File: src/rtl/game_controller_if.sv
// Bundle of the controller's game-side signals. Names are seen from the
// controller: i_* flow into it, o_* flow out of it.
interface game_controller_if;
    logic        i_frame_tick;
    logic        i_start;
    logic [31:0] i_random_number;
    logic        i_obj_caught;
    logic        i_obj_landed;
    logic        o_lfsr_enable;
    logic        o_obj_spawn;
    logic [10:0] o_obj_spawn_x;
    logic [3:0]  o_obj_speed;
    logic        o_obj_active;
    logic [15:0] o_score;
    logic [1:0]  o_lives;
    logic        o_game_over;

    // Controller side
    modport slave (
        input  i_frame_tick, i_start, i_random_number, i_obj_caught, i_obj_landed,
        output o_lfsr_enable, o_obj_spawn, o_obj_spawn_x, o_obj_speed,
        output o_obj_active, o_score, o_lives, o_game_over
    );

    // Game top level / stimulus side
    modport master (
        output i_frame_tick, i_start, i_random_number, i_obj_caught, i_obj_landed,
        input  o_lfsr_enable, o_obj_spawn, o_obj_spawn_x, o_obj_speed,
        input  o_obj_active, o_score, o_lives, o_game_over
    );
endinterface

File: src/rtl/game_controller.sv
// Game-level sequencer for the falling-object game: schedules spawns on
// frame boundaries, picks a bounded spawn X from the LFSR, and tracks score,
// lives and fall speed. Every output is a register.
module game_controller #(
    parameter int H_ACTIVE         = 640,
    parameter int OBJ_WIDTH        = 32,
    parameter int LIVES            = 3,
    parameter int START_SPEED      = 1,
    parameter int MAX_SPEED        = 8,
    parameter int LEVEL_UP_SCORE   = 10,
    parameter int SPAWN_GAP_FRAMES = 30
) (
    input  logic              i_clk,
    input  logic              i_rst,
    game_controller_if.slave  bus
);

    localparam int LIMIT = H_ACTIVE - OBJ_WIDTH;

    localparam logic [10:0] W_LIMIT     = 11'(LIMIT);
    localparam logic [1:0]  W_LIVES     = 2'(LIVES);
    localparam logic [3:0]  W_START_SPD = 4'(START_SPEED);
    localparam logic [3:0]  W_MAX_SPD   = 4'(MAX_SPEED);
    localparam logic [7:0]  W_LEVEL_UP  = 8'(LEVEL_UP_SCORE);
    localparam logic [7:0]  W_GAP       = 8'(SPAWN_GAP_FRAMES);

    localparam logic [1:0] S_IDLE      = 2'd0;
    localparam logic [1:0] S_WAIT      = 2'd1;
    localparam logic [1:0] S_FALLING   = 2'd2;
    localparam logic [1:0] S_GAME_OVER = 2'd3;

    logic [1:0]  r_state;
    logic [15:0] r_score;
    logic [1:0]  r_lives;
    logic [3:0]  r_speed;
    logic [7:0]  r_gap;
    logic [7:0]  r_level;
    logic        r_spawn;
    logic [10:0] r_spawn_x;
    logic        r_active;
    logic        r_game_over;
    logic        r_lfsr_en;

    logic [1:0]  w_state_nxt;
    logic [15:0] w_score_nxt;
    logic [1:0]  w_lives_nxt;
    logic [3:0]  w_speed_nxt;
    logic [7:0]  w_gap_nxt;
    logic [7:0]  w_level_nxt;
    logic        w_spawn_nxt;
    logic [10:0] w_spawn_x_nxt;

    logic [10:0] w_rand;
    logic [10:0] w_spawn_x_calc;
    logic [7:0]  w_level_inc;
    logic        w_unused_rand;

    // Fold the 10-bit random word into 0..LIMIT (LIMIT >= 511 keeps one fold enough)
    assign w_rand         = {1'b0, bus.i_random_number[9:0]};
    assign w_spawn_x_calc = (w_rand > W_LIMIT) ? (w_rand - W_LIMIT - 11'd1) : w_rand;
    assign w_level_inc    = r_level + 8'd1;
    assign w_unused_rand  = ^bus.i_random_number[31:10];

    // Next-state and next-value decode for the game flow
    always_comb begin
        // NOTE: every target gets a hold/default value first so no path leaves it unassigned and infers a latch.
        w_state_nxt   = r_state;
        w_score_nxt   = r_score;
        w_lives_nxt   = r_lives;
        w_speed_nxt   = r_speed;
        w_gap_nxt     = r_gap;
        w_level_nxt   = r_level;
        w_spawn_nxt   = 1'b0;
        w_spawn_x_nxt = r_spawn_x;

        case (r_state)
            S_IDLE, S_GAME_OVER: begin
                // A frame_tick alongside start is deliberately not counted
                if (bus.i_start) begin
                    w_score_nxt = '0;
                    w_lives_nxt = W_LIVES;
                    w_speed_nxt = W_START_SPD;
                    w_level_nxt = '0;
                    w_gap_nxt   = W_GAP;
                    w_state_nxt = S_WAIT;
                end
            end
            S_WAIT: begin
                if (bus.i_frame_tick) begin
                    if (r_gap != 8'd0) begin
                        w_gap_nxt = r_gap - 8'd1;
                    end else begin
                        w_spawn_nxt   = 1'b1;
                        w_spawn_x_nxt = w_spawn_x_calc;
                        w_state_nxt   = S_FALLING;
                    end
                end
            end
            S_FALLING: begin
                // A catch outranks a landing reported in the same cycle
                if (bus.i_obj_caught) begin
                    if (r_score != 16'hFFFF) begin
                        w_score_nxt = r_score + 16'd1;
                    end
                    if (w_level_inc == W_LEVEL_UP) begin
                        w_level_nxt = '0;
                        if (r_speed < W_MAX_SPD) begin
                            w_speed_nxt = r_speed + 4'd1;
                        end
                    end else begin
                        w_level_nxt = w_level_inc;
                    end
                    w_gap_nxt   = W_GAP;
                    w_state_nxt = S_WAIT;
                end else if (bus.i_obj_landed) begin
                    if (r_lives <= 2'd1) begin
                        w_lives_nxt = 2'd0;
                        w_state_nxt = S_GAME_OVER;
                    end else begin
                        w_lives_nxt = r_lives - 2'd1;
                        w_gap_nxt   = W_GAP;
                        w_state_nxt = S_WAIT;
                    end
                end
            end
            default: w_state_nxt = S_IDLE;
        endcase
    end

    // State and registered outputs; flags are decoded from the next state so they track r_state
    always_ff @(posedge i_clk) begin
        // NOTE: sequential state uses <= so every register samples pre-edge values regardless of statement order.
        if (i_rst) begin
            r_state     <= S_IDLE;
            r_score     <= '0;
            r_lives     <= W_LIVES;
            r_speed     <= W_START_SPD;
            r_gap       <= '0;
            r_level     <= '0;
            r_spawn     <= 1'b0;
            r_spawn_x   <= '0;
            r_active    <= 1'b0;
            r_game_over <= 1'b0;
            r_lfsr_en   <= 1'b1;
        end else begin
            r_state     <= w_state_nxt;
            r_score     <= w_score_nxt;
            r_lives     <= w_lives_nxt;
            r_speed     <= w_speed_nxt;
            r_gap       <= w_gap_nxt;
            r_level     <= w_level_nxt;
            r_spawn     <= w_spawn_nxt;
            r_spawn_x   <= w_spawn_x_nxt;
            r_active    <= (w_state_nxt == S_FALLING);
            r_game_over <= (w_state_nxt == S_GAME_OVER);
            r_lfsr_en   <= (w_state_nxt != S_GAME_OVER);
        end
    end

    assign bus.o_lfsr_enable = r_lfsr_en;
    assign bus.o_obj_spawn   = r_spawn;
    assign bus.o_obj_spawn_x = r_spawn_x;
    assign bus.o_obj_speed   = r_speed;
    assign bus.o_obj_active  = r_active;
    assign bus.o_score       = r_score;
    assign bus.o_lives       = r_lives;
    assign bus.o_game_over   = r_game_over;

endmodule

File: src/flat_wrapper.sv
// flat-port wrapper written by rule: the top's interface ports become plain ports
module game_controller_flat 
#(
    parameter int H_ACTIVE         = 640,
    parameter int OBJ_WIDTH        = 32,
    parameter int LIVES            = 3,
    parameter int START_SPEED      = 1,
    parameter int MAX_SPEED        = 8,
    parameter int LEVEL_UP_SCORE   = 10,
    parameter int SPAWN_GAP_FRAMES = 30
)
  (i_clk, i_rst, bus_i_frame_tick, bus_i_start, bus_i_random_number, bus_i_obj_caught, bus_i_obj_landed, bus_o_lfsr_enable, bus_o_obj_spawn, bus_o_obj_spawn_x, bus_o_obj_speed, bus_o_obj_active, bus_o_score, bus_o_lives, bus_o_game_over);
  game_controller_if bus_i ();
  input  logic i_clk;
  input  logic i_rst;
  input wire logic [$bits(bus_i.i_frame_tick)-1:0] bus_i_frame_tick;
  input wire logic [$bits(bus_i.i_start)-1:0] bus_i_start;
  input wire logic [$bits(bus_i.i_random_number)-1:0] bus_i_random_number;
  input wire logic [$bits(bus_i.i_obj_caught)-1:0] bus_i_obj_caught;
  input wire logic [$bits(bus_i.i_obj_landed)-1:0] bus_i_obj_landed;
  output wire logic [$bits(bus_i.o_lfsr_enable)-1:0] bus_o_lfsr_enable;
  output wire logic [$bits(bus_i.o_obj_spawn)-1:0] bus_o_obj_spawn;
  output wire logic [$bits(bus_i.o_obj_spawn_x)-1:0] bus_o_obj_spawn_x;
  output wire logic [$bits(bus_i.o_obj_speed)-1:0] bus_o_obj_speed;
  output wire logic [$bits(bus_i.o_obj_active)-1:0] bus_o_obj_active;
  output wire logic [$bits(bus_i.o_score)-1:0] bus_o_score;
  output wire logic [$bits(bus_i.o_lives)-1:0] bus_o_lives;
  output wire logic [$bits(bus_i.o_game_over)-1:0] bus_o_game_over;
  assign bus_i.i_frame_tick = bus_i_frame_tick;
  assign bus_i.i_start = bus_i_start;
  assign bus_i.i_random_number = bus_i_random_number;
  assign bus_i.i_obj_caught = bus_i_obj_caught;
  assign bus_i.i_obj_landed = bus_i_obj_landed;
  assign bus_o_lfsr_enable = bus_i.o_lfsr_enable;
  assign bus_o_obj_spawn = bus_i.o_obj_spawn;
  assign bus_o_obj_spawn_x = bus_i.o_obj_spawn_x;
  assign bus_o_obj_speed = bus_i.o_obj_speed;
  assign bus_o_obj_active = bus_i.o_obj_active;
  assign bus_o_score = bus_i.o_score;
  assign bus_o_lives = bus_i.o_lives;
  assign bus_o_game_over = bus_i.o_game_over;
  game_controller #(.H_ACTIVE(H_ACTIVE), .OBJ_WIDTH(OBJ_WIDTH), .LIVES(LIVES), .START_SPEED(START_SPEED), .MAX_SPEED(MAX_SPEED), .LEVEL_UP_SCORE(LEVEL_UP_SCORE), .SPAWN_GAP_FRAMES(SPAWN_GAP_FRAMES)) u_core (.i_clk(i_clk), .i_rst(i_rst), .bus(bus_i));
endmodule
File: config.mk
export PLATFORM = sky130hd
export DESIGN_NAME = game_controller_flat
export DESIGN_NICKNAME = d
export VERILOG_FILES = /design/src/rtl/game_controller_if.sv /design/src/rtl/game_controller.sv /design/src/flat_wrapper.sv
export SDC_FILE = /design/constraint.sdc
export NUM_CORES = 1
export LEC_CHECK = 0
export BUFFER_PORTS_ARGS = -buffer_cell sky130_fd_sc_hd__buf_2
export CAP_MARGIN = 40
export CORE_UTILIZATION = 32
export CTS_BUF_LIST = sky130_fd_sc_hd__clkbuf_8
export CTS_CLUSTER_DIAMETER = 30
export DETAILED_ROUTE_END_ITERATION = 8
export SLEW_MARGIN = 20
export SYNTH_ARGS = -nofsm -noshare
export SYNTH_HDL_FRONTEND = slang
export SYNTH_SLANG_ARGS = --single-unit
File: constraint.sdc
create_clock -name i_clk -period 4.1 [get_ports i_clk]
set_input_delay 0.41 -clock i_clk [delete_from_list [all_inputs] [get_ports i_clk]]
set_output_delay 0.41 -clock i_clk [all_outputs]
set_load 0.05 [all_outputs]
Word-level counts from Yosys, hierarchy flattened --
Index checks and enable logic that the tools add are counted.
Word-level totals: word-level logic and storage cells 88, flip-flop bits (word level) 55
Cells by class: bitwise gates (word level) 3, equality and inequality tests 19, mux-type cells 34, add/subtract/negate cells 7, reductions and logical operators 11, order comparisons 3
Operators by type and width (count):
- two-way mux 8 bit | 9
- two-way mux 16 bit | 3
- one-hot mux 16 bit (2 select lines) | 1
- one-hot mux 8 bit (3 select lines) | 1
- two-way mux 2 bit | 10
- adder 16 x 1 -> 16 bit (second input constant) | 1
- two-way mux 4 bit | 4
- inequality test 16 bit (second input constant) | 1
- one-hot mux 8 bit (2 select lines) | 1
- inequality test 2 bit (second input constant) | 6
- two-way mux 11 bit | 1
- subtractor 10 x 10 -> 11 bit (second input constant) | 1
- subtractor 11 x 1 -> 11 bit (second input constant) | 1
- greater-than comparator 10 bit (second input constant) | 1
- AND reduction 5 bit | 2
- adder 8 x 1 -> 8 bit (second input constant) | 1
- == test 2 bit (second input constant) | 4
- == test 8 x 4 -> 1 bit (second input constant) | 1
- inequality test 2 x 1 -> 1 bit (second input constant) | 4
- one-hot mux 4 bit (2 select lines) | 1
- AND reduction 4 bit | 2
- nonzero test 8 bit | 1
- subtractor 8 x 1 -> 8 bit (second input constant) | 1
- inequality test 3 bit (second input constant) | 2
- other kinds (14) | 17

Depth between registers and ports, before layout --
depth in word-level cells 6, mapped depth 9, depth with buffers taken out 7

Worst setup path after synthesis --
Ideal clock, no wire load.
path type flip-flop to flip-flop, start point register u_core.r_state[0], end point register u_core.r_gap[7], stages on the path, launching flop included 9, setup slack 1.964 ns, arrival time 2.050 ns, period minus slack after synthesis 2.136 ns, buffers on the path 1, cells stage by stage dfxtp_1 > inv_1 > ha_1 > buf_6 > nor2b_4 > a211oi_4 > a21oi_2 > or4_1 > a211oi_1
Between the ends: longest elaborated chain between the ends 4, elaborated cells between the ends (all ways) 12, classes of those cells eq/ne: 8; mux: 1; reduce/logical: 3
Ends and longest elaborated chain:
- start: declaration | line game_controller.sv:32 | logic [1:0] r_state;
- start signal: assignment | line game_controller.sv:146 | r_state <= w_state_nxt;
- == test 2 bit / zero test 2 bit (equally long branches) | line game_controller.sv:76 | case (r_state)
- OR reduction 2 bit | line game_controller.sv:76
- inequality test 2 bit (no source line)
- AND reduction 5 bit (no source line)
- end signal: assignment | line game_controller.sv:150 | r_gap <= w_gap_nxt;
- end: declaration | line game_controller.sv:36 | logic [7:0] r_gap;
Parallel ways exist; a longest one is shown, timed or not. A chain may end at the register's enable or synchronous reset.

Final worst setup path --
start point register u_core.r_state[0], end point register u_core.r_score[5] (netlist: u_core.bus.o_score[5])
Between the ends: longest elaborated chain between the ends 4, elaborated cells between the ends (all ways) 10, classes of those cells eq/ne: 5; mux: 1; reduce/logical: 4
Ends and longest elaborated chain:
- == test 2 bit / zero test 2 bit (equally long branches) | line game_controller.sv:76
- OR reduction 2 bit | line game_controller.sv:76
- inequality test 2 bit (no source line) / nonzero test 2 bit (equally long branches)
- AND reduction 4 bit (no source line)
- end signal: assignment | line game_controller.sv:147 | r_score <= w_score_nxt;
- end: declaration | line game_controller.sv:33 | logic [15:0] r_score;
Parallel ways exist; a longest one is shown, timed or not.

==> results.sh <==
export IMPL_finalCritPeriodShare_pct=62.7
export IMPL_antenna_found_initial=0
export IMPL_clk_path_buf_depth=2
export IMPL_grt_overflow=0
export IMPL_clock_skew_ns=0.0102
export IMPL_diodes=0
export IMPL_finalCriticalPeriod_ns=2.57
export IMPL_grt_pass1_wl_um=11100
export IMPL_p_comb_share_pct=37.6
export IMPL_async_flop_share_pct=0
export IMPL_ys_flop_type="dfxtp_1"
export IMPL_cts_sinks=55
export IMPL_critPathCaptureType="flip-flop"
export IMPL_route_detailed_drc=0
export IMPL_die_area_sq_mm=0.00954
export IMPL_cpPeakStageDelay_ns=0.56
export IMPL_multi_input_area_sq_mm=0.00171
export IMPL_vias=2643
export IMPL_start_util_pct=33.3
export IMPL_cts_htree_levels=2
export IMPL_synth_xor_area_share_pct=6.28
export IMPL_clkPwrFrac_pct=21.1
export IMPL_total_power_mw=1.51
export IMPL_synth_mux_area_share_pct=3.12
export IMPL_viasPerCell=5.25
export IMPL_core_sq_mm=0.00881
export IMPL_cts_buffers=5
export IMPL_yosysSeqAreaShare_pct=37.6
export IMPL_min_path_type="in -> reg"
export IMPL_power_frac_seq_pct=41.3
export IMPL_hpwlAfterDp_um=4750
export IMPL_grt_setup_unrepaired="no"
export IMPL_grt_max_degree=37
export IMPL_port_buffers=52
export IMPL_p_sw_share_pct=39.4
export IMPL_placed_area_sq_mm=0.00325
export IMPL_die_w_um=97.7
export IMPL_switchingPower_mw=0.594
export IMPL_peakVddDrop_mv=0.331
export IMPL_postCtsHoldBufs=0
export IMPL_mappedNetlistArea_sq_mm=0.00293
export IMPL_track_usage_pct=14.1
export IMPL_power_leakage_nw=1.27
export IMPL_drtPass1Iterations=4
export IMPL_ys_ff_latch=55
export IMPL_setup_viol=0
export IMPL_nets=440
export IMPL_worstPathMaxFanout=18
export IMPL_status="finished clean"
export IMPL_crit_chain="inv_1, ha_1, mux2_2, nand2_1, a211oi_2, a31oi_1, a41o_1"
export IMPL_drtIter0Drc=118
export IMPL_postRouteAntennaNets=0
export IMPL_netlist_instances=350
export IMPL_synth_edf_count=0
export IMPL_synth_fa_ha_area_share_pct=3.42
export IMPL_routed_wl_um=6510
export IMPL_final_area_sq_mm=0.00335
export IMPL_clock_fmax_mhz=389
export IMPL_final_core_util_pct=38.0
export IMPL_cts_resized=0
export IMPL_yosys_warnings=0
export IMPL_sequential_cell_area_sq_mm=0.00110
export IMPL_arrival_ns=2.79
export IMPL_synth_compound_area_share_pct=17.9
export IMPL_syn_nets=396
export IMPL_crit_family="compound AO/OA/AOI/OAI gates"
export IMPL_die_h_um=97.7
export IMPL_finalHoldViolCount=0
export IMPL_cts_post_setup_buffers_inserted=0
export IMPL_drv_slew=0
export IMPL_cp_num_buf_inv=1
export IMPL_avgRoutedWirePerCell_um=12.9
export IMPL_clk_pin_slew_ns=0.10
export IMPL_relSlewSlack_pct=47.9
export IMPL_insertion_delay_ns=0.31
export IMPL_avgSynthCellArea_sq_um=8.37
export IMPL_grt_pass1_vias=2417
export IMPL_criticalPathCategory="reg -> reg"
export IMPL_drive_gt1_share_pct=18.7
export IMPL_critPathLaunchType="flip-flop"
export IMPL_tns_ns=0
export IMPL_ys_types=60
export IMPL_synth_top_family_by_area="simple AND/OR/NAND/NOR gates"
export IMPL_area_growth_pct=14.4
export IMPL_slowest_stage="a211oi_2"
export IMPL_maxCapViolations=0
export IMPL_fillerInstances=915
export IMPL_cts_root_buf="clkbuf_8"
export IMPL_hold_ws_ns=0.393
export IMPL_cts_tree="built"
export IMPL_worstPathRequired_ns=4.32
export IMPL_tightest_slew_ns=0.778
export IMPL_io_pins=75
export IMPL_rows=34
export IMPL_finalWeightedCongestion=0.764
export IMPL_synth_simple_gate_area_share_pct=27.8
export IMPL_power_density_mw_per_mm2=450
export IMPL_p_int_mw=0.913
[flip-flops by register name (all words and copies together), names as in the netlist]
| signal | flops |
|---|---|
| u_core.bus.o_score | 16 |
| u_core.bus.o_obj_spawn_x | 11 |
| u_core.r_gap | 8 |
| u_core.r_level | 8 |
| u_core.bus.o_obj_speed | 4 |
| u_core.bus.o_lives | 2 |
| u_core.r_state | 2 |
| u_core.bus.o_game_over | 1 |
| u_core.bus.o_lfsr_enable | 1 |
| u_core.bus.o_obj_active | 1 |
| u_core.bus.o_obj_spawn | 1 |
[area by class of cell]
class | instances | share of cell area [%]
tap | 108 | 4.03
inverter | 12 | 1.34
timing repair buffer | 52 | 7.77
clock inverter | 2 | 0.374
clock buffer | 6 | 2.47
sequential | 55 | 32.9
multi-input combinational | 268 | 51.1
[cell usage after synthesis, types with 3 or more instances]
cell / n / area [sq um]
or3_1: 4 / 25.0
nor3b_1: 3 / 22.5
nor2b_1: 3 / 18.8
buf_2: 5 / 25.0
a2111oi_0: 3 / 26.3
nand3_1: 21 / 105
dfxtp_1: 55 / 1100
mux2i_1: 8 / 80.1
a31oi_1: 5 / 31.3
a21oi_1: 21 / 105
nor3_1: 8 / 40.0
xnor2_1: 10 / 87.6
o21ai_0: 8 / 40.0
clkbuf_1: 9 / 33.8
nand4_1: 10 / 62.6
inv_1: 11 / 41.3
and3_1: 4 / 25.0
nand3b_1: 4 / 30.0
nand2b_1: 7 / 43.8
nand2_1: 25 / 93.8
a211oi_1: 11 / 82.6
nor2_1: 48 / 180
ha_1: 8 / 100
nand4b_1: 3 / 26.3
xor2_1: 11 / 96.3
[power groups by stage]
stage	registers, mW	clock network [mW]	logic, mW
floorplan	0.695	0	0.399
global placement	0.634	0	0.556
detailed placement	0.634	0	0.563
CTS	0.623	0.331	0.566
global route	0.631	0.350	0.624
finish	0.623	0.318	0.566
[cells by family after synthesis]
kind of cell / Yosys count
AO/OA/AOI/OAI: 74
AND/OR/NAND/NOR: 156
adder cells (fa/ha/maj): 8
flip-flops: 55
buffers and inverters: 27
multiplexers: 9
XOR/XNOR: 21
[routing by layer]
metal	GRT usage, %	vias up	share of wire (%)
li1	-	1353	-
met1	18.9	1240	51
met2	22.6	44	45
met3	2.59	6	3.2
met4	4.66	0	1.1
met5	0	-	0
[layout by cell type, fill, tap and decap left out, types with 4 or more instances in the layout]
| cell | count |
|---|---|
| o21ai_0 | 8 |
| mux2i_1 | 8 |
| nand3_1 | 21 |
| buf_2 | 52 |
| xor2_1 | 11 |
| inv_1 | 12 |
| and3_1 | 4 |
| nor2_1 | 48 |
| nand4_1 | 10 |
| a31oi_1 | 5 |
| clkbuf_8 | 6 |
| a21oi_1 | 21 |
| dfxtp_1 | 55 |
| nand3b_1 | 4 |
| or3_1 | 4 |
| a211oi_1 | 11 |
| nand2b_1 | 7 |
| ha_1 | 8 |
| xnor2_1 | 10 |
| nand2_1 | 25 |
| nor3_1 | 8 |
[tightest hold or removal path, stage by stage]
cell and delay [ns]:
buf_2 0.10, o311ai_0 0.08, a21oi_1 0.07
[per-stage QoR]
step | instances | worst slack [ns]
detailed placement | 495 | 1.57
CTS | 503 | 1.54
floorplan | 350 | 1.96
finish | 503 | 1.53
global route | 503 | 1.31
global placement | 495 | 1.63
[final timing paths]
| check | start | to | slack (ns) | cells past startpoint |
|---|---|---|---|---|
| worst max-delay path | u_core.r_state[0] | u_core.bus.o_score[5] | 1.53 | 7 |
| worst min-delay path | bus_i_random_number[8] | u_core.bus.o_obj_spawn_x[8] | 0.39 | 3 |
| worst max register to register | u_core.r_state[0] | u_core.bus.o_score[5] | 1.53 | 7 |
| worst min register to register | u_core.bus.o_obj_spawn_x[8] | u_core.bus.o_obj_spawn_x[8] | 0.46 | 2 |
(Power assumes the default switching activity.)
